$ cat src/rtl/tm_pkg.sv
// Shared types for the Turing machine rule loader and core: rule word layout,
// move encoding and loader state encoding.
package tm_pkg;

  localparam int unsigned DATA_W_DEF = 4;
  localparam int unsigned NUM_FIELDS = 4;

  // Head move direction lives in bit 1 of the write_move field
  typedef enum logic {
    LEFT  = 1'b0,
    RIGHT = 1'b1
  } move_e;

  typedef struct packed {
    logic [DATA_W_DEF-1:0] cur_state;
    logic [DATA_W_DEF-1:0] read_sym;
    logic [DATA_W_DEF-1:0] write_move;
    logic [DATA_W_DEF-1:0] next_state;
  } rule_t;

  typedef enum logic [1:0] {
    ST_COLLECT = 2'd0,
    ST_COMMIT  = 2'd1,
    ST_FULL    = 2'd2,
    ST_LOADED  = 2'd3
  } loader_state_e;

  function automatic move_e rule_move(input rule_t r);
    return move_e'(r.write_move[1]);
  endfunction

endpackage

$ cat src/rtl/tm_button_pulse.sv
// Push-button conditioner: optional 2-flop synchroniser (TM_RULE_LOADER_SYNC_EN)
// followed by a rising-edge detector emitting one registered 1-cycle pulse per press.
module tm_button_pulse (
  input  logic clock,
  input  logic reset,
  input  logic i_btn,
  output logic o_pulse
);

  logic w_level;
  logic r_prev;
  logic r_pulse;

`ifdef TM_RULE_LOADER_SYNC_EN
  logic [1:0] r_sync;

  always_ff @(posedge clock) begin
    if (reset) r_sync <= 2'b00;
    else       r_sync <= {r_sync[0], i_btn};
  end

  assign w_level = r_sync[1];
`else
  logic r_sample;

  always_ff @(posedge clock) begin
    if (reset) r_sample <= 1'b0;
    else       r_sample <= i_btn;
  end

  assign w_level = r_sample;
`endif

  // Edge history and registered pulse
  always_ff @(posedge clock) begin
    if (reset) begin
      r_prev  <= 1'b0;
      r_pulse <= 1'b0;
    end else begin
      r_prev  <= w_level;
      r_pulse <= w_level & ~r_prev;
    end
  end

  assign o_pulse = r_pulse;

endmodule

$ cat src/rtl/tm_rule_loader.sv
// Hand-keyed rule entry: packs four keyed fields into a rule word, writes it to
// the core's rule table and hands over on Done. Macro: TM_RULE_LOADER_SYNC_EN.
module tm_rule_loader
  import tm_pkg::*;
#(
  parameter int unsigned NUM_RULES = 16,
  parameter int unsigned DATA_W    = DATA_W_DEF
) (
  input  logic                         clock,
  input  logic                         reset,
  input  logic [DATA_W-1:0]            input_data,
  input  logic                         Next,
  input  logic                         Done,
  output logic                         rule_we,
  output logic [$clog2(NUM_RULES)-1:0] rule_addr,
  output logic [4*DATA_W-1:0]          rule_data,
  output logic [1:0]                   field_idx,
  output logic [$clog2(NUM_RULES):0]   rule_count,
  output logic                         loaded,
  output logic                         entry_err
);

  localparam int unsigned AW = $clog2(NUM_RULES);
  localparam int unsigned CW = AW + 1;
  localparam int unsigned RW = NUM_FIELDS * DATA_W;

  logic w_next_pulse;
  logic w_done_pulse;

  loader_state_e r_state;
  loader_state_e w_state_nxt;

  logic          r_rule_we;
  logic [AW-1:0] r_rule_addr;
  logic [RW-1:0] r_rule_data;
  logic [1:0]    r_field_idx;
  logic [CW-1:0] r_rule_count;
  logic          r_loaded;
  logic          r_entry_err;

  logic          w_rule_we_nxt;
  logic [AW-1:0] w_rule_addr_nxt;
  logic [RW-1:0] w_rule_data_nxt;
  logic [1:0]    w_field_idx_nxt;
  logic [CW-1:0] w_rule_count_nxt;
  logic          w_loaded_nxt;
  logic          w_entry_err_nxt;

  tm_button_pulse u_next_btn (
    .clock   (clock),
    .reset   (reset),
    .i_btn   (Next),
    .o_pulse (w_next_pulse)
  );

  tm_button_pulse u_done_btn (
    .clock   (clock),
    .reset   (reset),
    .i_btn   (Done),
    .o_pulse (w_done_pulse)
  );

  always_ff @(posedge clock) begin
    if (reset) r_state <= ST_COLLECT;
    else       r_state <= w_state_nxt;
  end

  // Done always wins over a coincident Next
  always_comb begin
    w_state_nxt = r_state;
    case (r_state)
      ST_COLLECT: begin
        if (w_done_pulse)                               w_state_nxt = ST_LOADED;
        else if (w_next_pulse && (r_field_idx == 2'd3)) w_state_nxt = ST_COMMIT;
      end
      ST_COMMIT: begin
        if (w_done_pulse)                                  w_state_nxt = ST_LOADED;
        else if (r_rule_count == CW'(NUM_RULES - 1))       w_state_nxt = ST_FULL;
        else                                               w_state_nxt = ST_COLLECT;
      end
      ST_FULL: begin
        if (w_done_pulse) w_state_nxt = ST_LOADED;
      end
      default: w_state_nxt = ST_LOADED;
    endcase
  end

  always_comb begin
    w_rule_we_nxt    = 1'b0;
    w_rule_addr_nxt  = r_rule_addr;
    w_rule_data_nxt  = r_rule_data;
    w_field_idx_nxt  = r_field_idx;
    w_rule_count_nxt = r_rule_count;
    w_entry_err_nxt  = r_entry_err;
    w_loaded_nxt     = (w_state_nxt == ST_LOADED);
    case (r_state)
      ST_COLLECT: begin
        if (w_done_pulse) begin
          if (r_field_idx != 2'd0) begin
            w_entry_err_nxt = 1'b1;
            w_field_idx_nxt = 2'd0;
            w_rule_data_nxt = '0;
          end
        end else if (w_next_pulse) begin
          // Field 0 occupies the MSBs of the rule word
          for (int i = 0; i < 4; i++) begin
            if (r_field_idx == 2'(i)) w_rule_data_nxt[(3-i)*DATA_W +: DATA_W] = input_data;
          end
          w_field_idx_nxt = r_field_idx + 2'd1;
          if (r_field_idx == 2'd3) begin
            w_rule_we_nxt   = 1'b1;
            w_rule_addr_nxt = r_rule_count[AW-1:0];
          end
        end
      end
      ST_COMMIT: begin
        w_rule_count_nxt = r_rule_count + CW'(1);
        w_field_idx_nxt  = 2'd0;
      end
      ST_FULL: begin
        if (w_next_pulse && !w_done_pulse) w_entry_err_nxt = 1'b1;
      end
      default: ;
    endcase
  end

  always_ff @(posedge clock) begin
    if (reset) begin
      r_rule_we    <= 1'b0;
      r_rule_addr  <= '0;
      r_rule_data  <= '0;
      r_field_idx  <= 2'd0;
      r_rule_count <= '0;
      r_loaded     <= 1'b0;
      r_entry_err  <= 1'b0;
    end else begin
      r_rule_we    <= w_rule_we_nxt;
      r_rule_addr  <= w_rule_addr_nxt;
      r_rule_data  <= w_rule_data_nxt;
      r_field_idx  <= w_field_idx_nxt;
      r_rule_count <= w_rule_count_nxt;
      r_loaded     <= w_loaded_nxt;
      r_entry_err  <= w_entry_err_nxt;
    end
  end

  assign rule_we    = r_rule_we;
  assign rule_addr  = r_rule_addr;
  assign rule_data  = r_rule_data;
  assign field_idx  = r_field_idx;
  assign rule_count = r_rule_count;
  assign loaded     = r_loaded;
  assign entry_err  = r_entry_err;

endmodule

$ cat config.mk
export PLATFORM = sky130hd
export DESIGN_NAME = tm_rule_loader
export DESIGN_NICKNAME = d
export VERILOG_FILES = /design/src/rtl/tm_pkg.sv /design/src/rtl/tm_button_pulse.sv /design/src/rtl/tm_rule_loader.sv
export SDC_FILE = /design/constraint.sdc
export NUM_CORES = 1
export LEC_CHECK = 0
export BUFFER_PORTS_ARGS = -buffer_cell sky130_fd_sc_hd__buf_4
export CAP_MARGIN = 25
export CORE_UTILIZATION = 49
export CTS_CLUSTER_SIZE = 28
export DETAILED_ROUTE_END_ITERATION = 8
export HOLD_SLACK_MARGIN = 0.02
export PLACE_DENSITY = 0.74
export SLEW_MARGIN = 15
export SYNTH_ARGS = -nofsm -noshare
export SYNTH_HDL_FRONTEND = slang
export SYNTH_HIERARCHICAL = 1
export SYNTH_SLANG_ARGS = --single-unit
$ cat constraint.sdc
create_clock -name clock -period 2.6 [get_ports clock]
set_input_delay 0.39 -clock clock [delete_from_list [all_inputs] [get_ports clock]]
set_output_delay 0.39 -clock clock [all_outputs]
set_load 0.03 [all_outputs]
* Yosys cells after proc, flatten, opt, wreduce, memory -nomap -nowiden
Cells that the tools add are included.
Word-level totals: flip-flop bits (word level) 38, bits of input ports 8, output and inout port bits 30
Cells by class: add/subtract/negate cells 2, equal/unequal tests 13, multiplexer cells 22, bitwise logic cells 7, reduce and logical (&&, ||, !) cells 21
Operators with widths (number):
- 16-bit 2-to-1 mux | 3
- 4-bit AND reduction | 6
- 2-bit 2-to-1 mux | 8
- 4-bit 2-to-1 mux | 4
- 2-bit nonzero test | 8
- 2-bit equality test, second input constant | 4
- 2-bit != test, second input constant | 3
- 2-bit case mux with 3 select lines | 1
- 5-bit by 1-bit adder with 5-bit output, second input constant | 1
- 5-bit by 4-bit equality test with 1-bit output, second input constant | 1
- 1-bit inverter | 5
- 2-bit by 1-bit equality test with 1-bit output, second input constant | 2
- 2-bit zero test | 2
- 1-bit 2-to-1 mux | 4
- 2-bit case mux with 2 select lines | 1
- 4-bit OR reduction | 1
- 3-bit by 1-bit != test with 1-bit output, second input constant | 1
- 3-bit != test, second input constant | 1
- 3-bit AND reduction | 1
- 2-bit by 1-bit adder with 2-bit output, second input constant | 1
- 1-bit bitwise AND | 2
- 1-bit logical AND | 2
- 2-bit by 1-bit != test with 1-bit output, second input constant | 1
- 1-bit case mux with 2 select lines | 1
- 1-bit zero test | 1

* Logic depth before layout (Yosys ltp)
depth after elaboration 6, gate-level depth with buffers 6, mapped depth without buffers 6

* By module
The synthesis kept the hierarchy.
By module, submodules not included:
- tm_rule_loader | instances 1, cells an instance 143, area each 1431.4 sq um, sequential area each 640.6 sq um
- tm_button_pulse | instances 2, cells an instance 6, area each 85.1 sq um, sequential area each 60.1 sq um

* Least setup slack after synthesis
Ideal clock, no wire load.
path type register to register, start point reg r_field_idx[0], in the netlist field_idx[0], end point reg r_rule_data[12], in the netlist rule_data[12], library setup time 121 ps, data arrival time 1596 ps, required time 2479 ps, setup slack 883 ps, cell stages (with the launch flop) 7, buffers on the path 1, clock period less this slack 1717 ps, cells stage by stage dfxtp_1 inv_1 ha_1 ha_1 and3b_1 buf_6 mux2i_1
Between the ends: cells in the longest elaborated chain, start to end 3, elaborated cells on any way between the ends 5, classes of those cells 1 x eq/ne; 4 x reduce/logical
Ends and longest elaborated chain:
- from (decl) | RTL line tm_rule_loader.sv:36 | logic [1:0] r_field_idx;
- from (signal assigned) | RTL line tm_rule_loader.sv:140 | r_field_idx <= w_field_idx_nxt;
- 2-bit nonzero test or 2-bit zero test (tied branches) | RTL line tm_rule_loader.sv:99, tm_rule_loader.sv:107
- 2-bit != test (no line) or 2-bit nonzero test (tied branches)
- 4-bit AND reduction (no line) (*)
- to (signal assigned) | RTL line tm_rule_loader.sv:139 | r_rule_data <= w_rule_data_nxt;
- to (decl) | RTL line tm_rule_loader.sv:35 | logic [RW-1:0] r_rule_data;
Every way passes the cells marked *; elsewhere a longest branch is shown, timed or not. A chain may end at the register's enable or synchronous reset.

* Worst setup path after layout
start point reg r_field_idx[0], in the netlist field_idx[0], end point reg r_field_idx[0], in the netlist field_idx[0]
Between the ends: cells in the longest elaborated chain, start to end 4, elaborated cells on any way between the ends 7, classes of those cells 1 x add/sub; 1 x eq/ne; 3 x mux; 2 x reduce/logical
Ends and longest elaborated chain:
- 2-bit by 1-bit adder with 2-bit output | RTL line tm_rule_loader.sv:109 | w_field_idx_nxt = r_field_idx + 2'd1;
- 2-bit 2-to-1 mux | RTL line tm_rule_loader.sv:104 | end else if (w_next_pulse) begin
- 2-bit 2-to-1 mux | RTL line tm_rule_loader.sv:98 | if (w_done_pulse) begin
- 2-bit case mux with 2 select lines | RTL line tm_rule_loader.sv:96 | case (r_state)
Parallel ways exist; a longest one is shown, timed or not. The select of a mux whose other input is x is not followed.

==> results.yml <==
logic_synthesis:
  post-synth-top-area-fraction_pct: 47.5
  synth_ff_type: "dfxtp_1"
  syn_area_sq_um: 1600
  synth_top_area_cell: "dfxtp_1"
  synth_cell_types: 32
  yosys-top-cells-area: "dfxtp_1 (48%), mux2i_1 (11%), nand2b_1 (8.2%)"
  synth_seq_cells: 38
  synth_warnings: 6
  avgSynthCellArea_sq_um: 10.3
  ys_seq_area_share_pct: 47.5
  netlist_instances: 155
  synthesis.nets: 168
  synth_edf_count: 0
  ys_async_sr_fraction_pct: 0
pwr:
  peakVddDrop_uv: 386
  power_density_nw_per_um2: 547
  power.total_mw: 1.07
  leakagePower_nw: 0.854
setup_path:
  r2r_slack_ns: 0.85
  worstSetupEndpoint: "field_idx[0]"
  regToRegEndpoint: "field_idx[0]"
  r2r.worst_path.cells: 6
  crit_path_end_kind: "register"
  critPathLaunch: "field_idx[0]"
  critPathRequiredTime_ns: 2.85
  crit_type: "register to register"
  r2r_start: "field_idx[0]"
  cp_max_fo: 7
  critPathLaunchType: "register"
  cpMaxStageDelayCell: "dfxtp_1"
  crit_top_cell: "ha_1"
  cp_cell_sequence: "inv_1, ha_1, ha_1, nor2_1, nand3_1, a211oi_1"
  critPathMaxStageDelay_ns: 0.50
  cp.arrival_ns: 1.99
min_path:
  min_path_type: "input port to register"
timing:
  fin_skew_ns: 0.00437
  final_max_slew_viol_count: 0
  setup_viol: 0
  hold_violations: 0
  fin_setup_tns_ns: 0
  fin_crit_sh_pct: 67.2
  slew_headroom_pct: 71.1
  rsz0062_at_grt: "false"
  tightestPinTransition_ns: 0.433
  fmax_mhz: 573
  period_minus_slack_ns: 1.75
status:
  outcome: "complete, no violations"
clock_network:
  numCtsBuffers: 5
  cts-root-buf: "clkbuf_4"
  holdBufCountCts: 0
  post_cts_buffers: 0
  post_cts_resized: 0
  ctsHtreeMaxLevel: 2
  cts.sinks: 38
  worst_skew_pair.late_latency_ns: 0.34
  clock_path_buffers: 2
  tritoncts: "built"
  path_clk_slew_ns: 0.11
die:
  die_y_microns: 59.2
  start_util_pct: 52.0
  fp.dieArea_sq_um: 3500
  io_pins: 38
  fp.coreArea_sq_um: 3080
  die_w_microns: 59.2
  rows: 20
global_route:
  grt_pass1_wl_mm: 5.09
  grt_pass1_vias: 1131
  grt_use_total_pct: 20.2
  grt_max_degree: 44
  grt-ovfl-total: 0
  grt_antenna_before_repair: 0
layout:
  area.growth.synth_to_final_pct: 22.0
  diodes: 0
  fillerInstances: 263
  nets: 203
  drive_above_1_share_pct: 27.2
detailed_routing:
  ant_nets: 0
  avgViaCountPerCell: 5.09
  wire_per_inst_microns: 13.5
  vias: 1197
  firstDrtPassIters: 4
  routed_wl_mm: 3.18
  drcViolationCount: 0
  drt-initial-drc-count: 33
placement:
  hpwl_mm: 2.31
  gp_routability_congestion: 0.761
  port_buffers: 37
flow_run:
  maxCapViolations: 0
==> state kept, by name, summed over array words and instances (netlist names), 2 cells and up <==
name and count:
rule_addr 4, rule_count 5, r_state 2, rule_data 16, field_idx 2
==> worst max-delay path: cells and delay by family, from the launching register on <==
| family | cells | cell delay (ns) |
|---|---|---|
| compound gates | 1 | 0.29 |
| flops | 1 | 0.50 |
| fa+ha+maj | 2 | 0.47 |
| buf+inv | 1 | 0.12 |
| simple gates | 2 | 0.27 |
==> synth_stat cells, types with 3 or more instances <==
cell type and number:
a211oi_1 4, dfxtp_1 38, clkbuf_1 3, nor2_1 11, inv_1 8, nand2b_1 21, nand3_1 4, mux2i_1 18
nand2_1 4, o32ai_1 4, ha_1 5, nor2b_1 6
==> metrics by stage <==
stage	util (%)	worst slack, ns	cell area [sq um]	hold slack [ns]	instances
2_1_floorplan	-	0.883	1600	0.387	155
3_3_place_gp	60.9	1.04	1880	0.395	227
3_5_place_dp	60.9	0.899	1880	0.396	227
4_1_cts	63.5	0.867	1950	0.243	235
5_1_grt	63.5	0.744	1950	0.232	235
6_report	63.5	0.854	1950	0.248	235
==> cell families (layout without fill, tap and decap cells) <==
| family | Yosys count | in the layout | share of synthesized area, % |
|---|---|---|---|
| AND/OR/NAND/NOR | 59 | 59 | 22.2 |
| flip-flops | 38 | 38 | 47.5 |
| multiplexers | 18 | 18 | 11.2 |
| buffers and inverters | 17 | 53 | 5.55 |
| AO/OA/AOI/OAI | 16 | 16 | 8.52 |
| adder cells (fa/ha/maj) | 5 | 5 | 3.91 |
| XOR/XNOR | 2 | 2 | 1.09 |
==> power by group <==
part	switching (mW)	internal [mW]
combinational	0.0489	0.0389
clock	0.190	0.185
sequential	0.0135	0.594
==> worst min path at each step <==
stage                      start                  end  slack (ns)  cells after the start
2_1_floorplan  u_done_btn/r_prev   u_done_btn/o_pulse        0.39                      1
3_3_place_gp   u_next_btn/r_prev   u_next_btn/o_pulse        0.40                      1
3_5_place_dp   u_next_btn/r_prev   u_next_btn/o_pulse        0.40                      1
4_1_cts                     Done  u_done_btn/r_sample        0.24                      2
5_1_grt                     Next  u_next_btn/r_sample        0.23                      2
6_report                    Done  u_done_btn/r_sample        0.25                      2
==> layer usage <==
layer | vias up | global-route usage, % | routed length (microns)
met5 | - | 0 | 0
met4 | 0 | 7.14 | 47
met3 | 5 | 6.55 | 130
met2 | 33 | 35.9 | 1650
met1 | 559 | 22.5 | 1350
li1 | 600 | - | -
==> cell usage in the layout (no fill, tap or decap) <==
| cell type | n |
|---|---|
| a311oi_1 | 1 |
| nor2_4 | 1 |
| o221ai_2 | 2 |
| buf_4 | 37 |
| dfxtp_1 | 38 |
| a21oi_1 | 2 |
| a211oi_1 | 4 |
| nand2_1 | 4 |
| nor3b_2 | 2 |
| xnor2_1 | 1 |
| nand3b_1 | 2 |
| clkbuf_8 | 3 |
| and3_1 | 2 |
| nand2b_1 | 21 |
| o32ai_1 | 4 |
| o31ai_1 | 2 |
| and2b_1 | 1 |
| clkbuf_4 | 5 |
| inv_1 | 8 |
| xor2_1 | 1 |
| nor2b_1 | 6 |
| nor4b_1 | 1 |
| a21boi_1 | 1 |
| nand3_1 | 4 |
| ha_1 | 5 |
| and3b_1 | 1 |
| nor2_1 | 11 |
| mux2i_1 | 18 |
| nor2b_2 | 1 |
| or2_2 | 1 |
| nand4_1 | 1 |
==> area by class of cell <==
cell class	count	area (sq um)	share of cell area (%)
Clock buffer	8	78.8	4.03
Inverter	8	30.0	1.54
Sequential cell	38	761	38.9
Timing Repair Buffer	37	278	14.2
Multi-Input combinational cell	100	752	38.5
Tap cell	44	55.1	2.82
Note: power is estimated with default switching activity, not from simulation.
